$ cat src/rtl/addr_xlate.sv
// Address translation stage: unmapped segments bypass the TLB; mapped segments use the
// external combinational TLB search port. The result sits in one ready/valid output register.
module addr_xlate #(
  parameter int TLBNUM = 16,
  localparam int IW = (TLBNUM > 1) ? $clog2(TLBNUM) : 1
) (
  input  logic          clk,
  input  logic          reset,

  input  logic          req_valid,
  output logic          req_ready,
  input  logic [31:0]   req_vaddr,
  input  logic          req_wr,
  input  logic [7:0]    cur_asid,

  output logic [18:0]   s_vpn2,
  output logic          s_odd_page,
  output logic [7:0]    s_asid,
  input  logic          s_found,
  input  logic [IW-1:0] s_index,
  input  logic [19:0]   s_pfn,
  input  logic [2:0]    s_c,
  input  logic          s_d,
  input  logic          s_v,

  output logic          rsp_valid,
  input  logic          rsp_ready,
  output logic [31:0]   rsp_vaddr,
  output logic [31:0]   rsp_paddr,
  output logic          rsp_cached,
  output logic          rsp_ex,
  output logic          rsp_refill,
  output logic [4:0]    rsp_excode,
  output logic [IW-1:0] rsp_index,

  output logic [15:0]   miss_cnt
);

  localparam logic [4:0] EXC_MOD  = 5'd1;
  localparam logic [4:0] EXC_TLBL = 5'd2;
  localparam logic [4:0] EXC_TLBS = 5'd3;

  logic          r_rsp_valid;
  logic [31:0]   r_rsp_vaddr;
  logic [31:0]   r_rsp_paddr;
  logic          r_rsp_cached;
  logic          r_rsp_ex;
  logic          r_rsp_refill;
  logic [4:0]    r_rsp_excode;
  logic [IW-1:0] r_rsp_index;
  logic [15:0]   r_miss_cnt;

  logic          w_accept;
  logic          w_unmapped;
  logic [31:0]   w_paddr;
  logic          w_cached;
  logic          w_ex;
  logic          w_refill;
  logic [4:0]    w_excode;
  logic [IW-1:0] w_index;
  logic          w_miss;
  logic [4:0]    w_tlb_excode;

  assign s_vpn2     = req_vaddr[31:13];
  assign s_odd_page = req_vaddr[12];
  assign s_asid     = cur_asid;

  // Ready depends only on the output register, never on req_valid.
  assign req_ready  = reset || !r_rsp_valid || rsp_ready;
  assign w_accept   = req_valid && req_ready && !reset;

  assign w_unmapped   = (req_vaddr[31:30] == 2'b10);
  assign w_tlb_excode = req_wr ? EXC_TLBS : EXC_TLBL;

  always_comb begin
    w_paddr  = 32'd0;
    w_cached = 1'b0;
    w_ex     = 1'b0;
    w_refill = 1'b0;
    w_excode = 5'd0;
    w_index  = '0;
    w_miss   = 1'b0;
    if (w_unmapped) begin
      w_paddr  = {3'b000, req_vaddr[28:0]};
      w_cached = !req_vaddr[29];
    end else if (!s_found) begin
      w_ex     = 1'b1;
      w_refill = 1'b1;
      w_excode = w_tlb_excode;
      w_index  = s_index;
      w_miss   = 1'b1;
    end else if (!s_v) begin
      w_ex     = 1'b1;
      w_excode = w_tlb_excode;
      w_index  = s_index;
    end else if (req_wr && !s_d) begin
      w_ex     = 1'b1;
      w_excode = EXC_MOD;
      w_index  = s_index;
    end else begin
      w_paddr  = {s_pfn, req_vaddr[11:0]};
      w_cached = (s_c == 3'd3);
      w_index  = s_index;
    end
  end

  always_ff @(posedge clk) begin
    if (reset) begin
      r_rsp_valid  <= 1'b0;
      r_rsp_vaddr  <= 32'd0;
      r_rsp_paddr  <= 32'd0;
      r_rsp_cached <= 1'b0;
      r_rsp_ex     <= 1'b0;
      r_rsp_refill <= 1'b0;
      r_rsp_excode <= 5'd0;
      r_rsp_index  <= '0;
      r_miss_cnt   <= 16'd0;
    end else if (w_accept) begin
      r_rsp_valid  <= 1'b1;
      r_rsp_vaddr  <= req_vaddr;
      r_rsp_paddr  <= w_paddr;
      r_rsp_cached <= w_cached;
      r_rsp_ex     <= w_ex;
      r_rsp_refill <= w_refill;
      r_rsp_excode <= w_excode;
      r_rsp_index  <= w_index;
      if (w_miss && (r_miss_cnt != 16'hFFFF)) begin
        r_miss_cnt <= r_miss_cnt + 16'd1;
      end
    end else if (rsp_ready) begin
      r_rsp_valid <= 1'b0;
    end
  end

  assign rsp_valid  = r_rsp_valid;
  assign rsp_vaddr  = r_rsp_vaddr;
  assign rsp_paddr  = r_rsp_paddr;
  assign rsp_cached = r_rsp_cached;
  assign rsp_ex     = r_rsp_ex;
  assign rsp_refill = r_rsp_refill;
  assign rsp_excode = r_rsp_excode;
  assign rsp_index  = r_rsp_index;
  assign miss_cnt   = r_miss_cnt;

endmodule

$ cat config.mk
export PLATFORM = sky130hd
export DESIGN_NAME = addr_xlate
export DESIGN_NICKNAME = d
export VERILOG_FILES = /design/src/rtl/addr_xlate.sv
export SDC_FILE = /design/constraint.sdc
export NUM_CORES = 1
export LEC_CHECK = 0
export CORE_UTILIZATION = 36
export DETAILED_ROUTE_END_ITERATION = 16
export PLACE_DENSITY = 0.85
export SYNTH_ARGS = -nofsm -noshare
export SYNTH_HDL_FRONTEND = slang
export SYNTH_SLANG_ARGS = --single-unit
$ cat constraint.sdc
create_clock -name clk -period 1.8 [get_ports clk]
set_input_delay 0.45 -clock clk [delete_from_list [all_inputs] [get_ports clk]]
set_output_delay 0.45 -clock clk [all_outputs]
set_load 0.05 [all_outputs]
==> summary.md, run 1 <==
| Metric | Value |
|---|---|
| Post-Syn Instances | 475 |
| DR DRC count | 0 |
| Skew-Pair Late Insertion Delay | 370 ps |
| Leak | 2.52 nW |
| Peak supply drop | 0.608 mV |
| Final hold vios | 0 |
| PnR worst setup slack | 90.8 ps |
| ANT cells | 0 |
| Worst Skew | 10.2 ps |
| Detail Placement HPWL | 8430 µm |
| Main flop type after synthesis | dfxtp_1 |
| Synth Area in Simple Gates | 25.7% |
| First-pass GRT wire length | 18500 µm |
| # hold bufs at CTS | 0 |
| Critical path origin | miss_cnt[0]$_SDFFE_PP0P_ |
| Bufs on Longest Clock Path | 2 |
| Critical path launch point type | flip-flop |
| Worst-path clk slew | 100 ps |
| Initial DRC Count | 163 |
| Largest net degree at the start of global routing | 43 |
| Setup crit end kind | flip-flop |
| Post-placement cell count | 745 |
| Drt first pass iters | 6 |
| Adder-cell area share of the yosys netlist | 0.320% |
| Core area | 0.0104 mm² |
| Synth unique cells | 37 |
| Mux cell area share after synthesis | 1.44% |
| Worst hold-check path type | primary input to flip-flop |
| Seq/Total Area, Yosys | 46.1% |
| Worst hold start | req_valid |
| Grt total ovfl | 0 |
| PortBufs | 177 |
| Die X | 106 µm |
| Final GP Congestion | 0.758 |
| CTS Buf Count | 9 |
| GRT Util Overall | 20.7% |
| Die height | 106 µm |
| Post-route antenna net violation count | 0 |
| Power Total | 4.70 mW |
| CTS Sinks | 90 |
| Initial antenna violation count | 0 |
| Avg Cell Area, Syn | 8.22 µm² |
| Post-synth EDFFs | 0 |
| CP max FO | 6 |
| Fin crit period | 1710 ps |
| Post-synth ARST share | 0% |
| I/O pin count | 197 |
| Largest family of logic cells by synthesized area | simple AND/OR/NAND/NOR gates |
| Status | finished clean |
| Reg2reg setup slack | 90 ps |
| Count of state elements after synthesis | 90 |
| Synth Area in Compound Gates | 14.7% |
| Routed len/inst | 15.7 µm |
| Non-filler instance count after layout | 766 |
| Share of cells above drive strength 1 | 31.1% |
| XOR/XNOR Fraction of Synth Area | 0% |
| Min Hold Slack | 325 ps |
| CTS tree | yes |
| Power Dens Cells | 770 mW/mm² |
| Initial Utilization | 37.5% |
| Vias in the first global route | 3827 |
| Setup slack at placement | -462 ps |
| CP arrival | 1970 ps |
| Mapped cell area | 0.00391 mm² |
| Die Area | 0.0113 mm² |
| Max Slew Vio Count | 0 |
| RSZ-0062 raised after global routing | no |
| Max Cap Viol | 0 |
| WP data required | 2060 ps |
| Vias per Instance | 5.21 |
| Via Count | 3990 |
| Row Count | 37 |
| Nets | 701 |
| Synthesis Warnings | 0 |
| # setup viols final | 0 |
| Root Buffer | clkbuf_8 |
| Crit path kind | flip-flop to flip-flop |
| Total wire length | 12000 µm |
| RR Startpoint | miss_cnt[0]$_SDFFE_PP0P_ |
| Area delta synth->final | 56.3% |
| Fmax | 0.585 GHz |
| H-tree levels | 3 |
| Period utilization | 95.0% |
-- per-stage QoR --
step	setup TNS, ps	util, %	area, µm²
global route	0	58.6	6100
detailed placement	-22970	55.0	5730
global placement	-16970	55.0	5730
finish	0	58.6	6100
floorplan	-186	-	3960
CTS	-3.03	57.4	5970
-- cell usage after synthesis (3+ instances only) --
library cell  number  area share [%]
or4_1              6             1.2
nand4_1            6            0.96
buf_2              5            0.64
nor2_1            25             2.4
buf_4             34             6.5
clkbuf_1          26             2.5
nor3_1            12             1.5
buf_6              5             1.4
o31ai_1            6             1.2
and2_1             3            0.48
o311ai_0           3            0.67
o21ai_0            4            0.51
nand2b_1           3            0.48
inv_1              3            0.29
a21oi_1           60             7.7
dfxtp_1           90              46
nand2_1           95             9.1
nor4_2             3            0.96
a221oi_1          17             3.8
mux2_1             3            0.86
nor2b_1            8             1.3
nand3_1           34             4.4
o41ai_1            3            0.67
and4_1             3            0.67
-- state kept, by name (all words and copies together) (netlist names) --
register    flops
miss_cnt       16
rsp_cached      1
rsp_ex          1
rsp_excode      2
rsp_index       4
rsp_paddr      32
rsp_refill      1
rsp_vaddr      32
rsp_valid       1
-- power breakdown --
group / total (mW) / internal, mW / switching (mW)
logic: 1.19 / 0.467 / 0.721
registers: 2.13 / 2.08 / 0.0496
clock network: 1.39 / 0.545 / 0.842
total: 4.70 / 3.09 / 1.61
-- area by class of cell --
class | count | area [µm²]
Clock buffer | 9 | 124
Clock inverter | 7 | 73.8
Fill cell | 922 | 4310
Inverter | 3 | 11.3
Multi-Input combinational cell | 313 | 1800
Sequential cell | 90 | 1820
Tap cell | 136 | 170
Timing Repair Buffer | 208 | 2110
-- critical path: stages (launching register included) --
cell and delay (ps):
dfxtp_4 400, ha_4 140, and4_4 280, nand4_1 150
nor4_4 300, mux2_1 340
-- kinds of logic (layout without fill, tap and decap cells) --
kind of cell,after synthesis,count (layout)
multiplexers,5,5
buffers and inverters,75,227
AND/OR/NAND/NOR,209,210
flip-flops,90,90
adder cells (fa/ha/maj),1,1
other,1,3
AO/OA/AOI/OAI,94,94
-- layer usage --
metal	vias to the layer above	GRT usage [%]	share of wire (%)
met5	-	0	0
met4	0	9.03	1.7
met3	18	5.03	6.4
met2	143	36.0	52
met1	1905	23.9	40
li1	1924	-	-
-- repair_timing --
action | 4_1_cts | 5_1_grt
setup buffers | 2 | 0
gates cloned | 1 | 2
pin swaps | 0 | 1
endpoints found under the setup margin | 11 | 12
gates resized for setup | 7 | 16
-- layout by cell type (no fill, tap or decap), types with 4 or more instances in the layout --
master / instances
nor2b_1: 6
nand2_1: 94
clkbuf_8: 9
nor3_1: 11
nor2_1: 25
buf_4: 111
dfxtp_2: 8
o31ai_1: 5
nand4_1: 6
nand3_1: 34
or4_1: 6
o21ai_0: 4
clkdlybuf4s50_1: 61
a221oi_1: 17
a21oi_1: 59
buf_12: 27
dfxtp_1: 80
-- final timing paths --
path                            cells after the start                         end
worst min-delay path                                3      rsp_valid$_SDFFE_PP0P_
worst min register to register                      2  rsp_excode[1]$_SDFFE_PP0P_
worst max-delay path                                5   miss_cnt[14]$_SDFFE_PP0P_
worst max register to register                      5   miss_cnt[14]$_SDFFE_PP0P_
Power figures use the tool's default switching activity.
==> run 2, diff against run 1 <==
--- a/config.mk
+++ b/config.mk
@@ -5,6 +5,7 @@
 export SDC_FILE = /design/constraint.sdc
 export NUM_CORES = 1
 export LEC_CHECK = 0
+export CORE_MARGIN = 2
 export CORE_UTILIZATION = 36
 export DETAILED_ROUTE_END_ITERATION = 16
 export PLACE_DENSITY = 0.85
==> summary.md, run 2 (synthesis results as in run 1) <==
| Metric | Value |
|---|---|
| Status | finished clean |
| WP data required | 1350 ps |
| CTS Sinks | 90 |
| Initial antenna violation count | 0 |
| Worst Skew | 7.25 ps |
| Max Cap Viol | 0 |
| Final hold vios | 0 |
| Vias in the first global route | 3894 |
| Crit path kind | primary input to primary output |
| First-pass GRT wire length | 18700 µm |
| GRT Util Overall | 19.8% |
| Worst-path clk slew | 90 ps |
| Period utilization | 97.0% |
| Detail Placement HPWL | 8550 µm |
| I/O pin count | 197 |
| Die X | 108 µm |
| Vias per Instance | 5.17 |
| Area of the multi-input gates | 0.00177 mm² |
| Routed len/inst | 15.6 µm |
| Peak supply drop | 0.450 mV |
| # hold bufs at CTS | 0 |
| CTS tree | yes |
| Nets | 707 |
| Worst hold-check path type | primary input to flip-flop |
| Total wire length | 12100 µm |
| Via Count | 4010 |
| Reg2reg setup slack | 100 ps |
| ANT cells | 0 |
| Area delta synth->final | 57.4% |
| PortBufs | 177 |
| Fin crit period | 1750 ps |
| Power Total | 4.90 mW |
| Most frequent cells in the layout | buf_4 (116), nand2_1 (94), dfxtp_1 (80) |
| # setup viols final | 0 |
| Setup TNS | 0 ps |
| Bufs on Longest Clock Path | 2 |
| Fmax | 0.573 GHz |
| H-tree levels | 3 |
| CP max FO | 46 |
| Largest net degree at the start of global routing | 47 |
| Initial DRC Count | 178 |
| DR DRC count | 0 |
| Storage element area | 0.00182 mm² |
| Filler instances | 941 |
| Die height | 108 µm |
| Grt total ovfl | 0 |
| Root Buffer | clkbuf_8 |
| CP arrival | 1300 ps |
| Leak | 2.56 nW |
| Power Dens Cells | 797 mW/mm² |
| Skew-Pair Late Insertion Delay | 340 ps |
| Core area | 0.0107 mm² |
| Commonest non-fill, non-tap cell in the layout | buf_4 |
| CTS Buf Count | 9 |
| Max Slew Vio Count | 0 |
| Share of cells above drive strength 1 | 31.4% |
| Setup crit end kind | primary output |
| Critical path launch point type | primary input |
| Initial Utilization | 36.5% |
| Drt first pass iters | 4 |
| Post-route antenna net violation count | 0 |
| Core Util, Final | 57.5% |
| Die Area | 0.0117 mm² |
| RSZ-0062 raised after global routing | no |
| Final GP Congestion | 0.763 |
| Row Count | 38 |
run 2: worst paths after layout:
kind	start	endpoint	depth (start not counted)
setup / recovery	reset	req_ready	5
hold / removal	req_valid	rsp_valid$_SDFFE_PP0P_	3
setup reg to reg	miss_cnt[0]$_SDFFE_PP0P_	miss_cnt[2]$_SDFFE_PP0P_	5
hold reg to reg	rsp_vaddr[28]$_SDFFE_PP0P_	rsp_vaddr[28]$_SDFFE_PP0P_	2
run 2: worst max-delay path: stages:
cell	delay, ps
buf_2	120
buf_6	320
inv_1	150
nand2b_4	110
buf_12	130
run 2: metal layers:
metal	vias to the layer above	wire length, µm	global-route usage (%)
li1	1931	-	-
met2	142	6420	35.3
met4	0	193	7.23
met1	1918	4620	22.2
met3	19	864	6.09
met5	-	0	0
run 2: what timing repair did:
action / in CTS / in global routing
resized for setup: 7 / 10
setup buffers: 1 / 1
gates cloned: 0 / 4
endpoints found under the setup margin: 10 / 18
pin swaps: 0 / 3
run 2: final cells by class:
| type | count | area share (%) |
|---|---|---|
| multi-input cells | 314 | 28.7 |
| well taps | 140 | 2.85 |
| clock inverters | 7 | 1.71 |
| inverters | 3 | 0.183 |
| clock buffers | 9 | 2.02 |
| repair buffers | 213 | 34.9 |
| flip-flops and latches | 90 | 29.6 |
run 2: power breakdown:
group,switching [mW],leakage (nW),internal [mW]
registers,0.0496,0.740,2.08
logic,0.722,1.71,0.474
clock network,0.771,0.113,0.807
total,1.54,2.56,3.36
run 2: metrics by stage:
step	setup slack (ps)	std cells	cell area (µm²)	hold slack [ps]
5_1_grt	2.66	776	6150	370
3_5_place_dp	-437	754	5770	446
4_1_cts	2.41	771	6030	462
6_report	54.0	776	6150	345
2_1_floorplan	-51.5	477	3960	549
3_3_place_gp	-333	754	5770	439
==> run 3, diff against run 2 <==
--- a/config.mk
+++ b/config.mk
@@ -9,6 +9,8 @@
 export CORE_UTILIZATION = 36
 export DETAILED_ROUTE_END_ITERATION = 16
 export PLACE_DENSITY = 0.85
+export SKIP_LAST_GASP = 1
+export SLEW_MARGIN = 20
 export SYNTH_ARGS = -nofsm -noshare
 export SYNTH_HDL_FRONTEND = slang
 export SYNTH_SLANG_ARGS = --single-unit
==> results of run 3 <==
Final layout, timing and power as in run 2 (identical DEF).
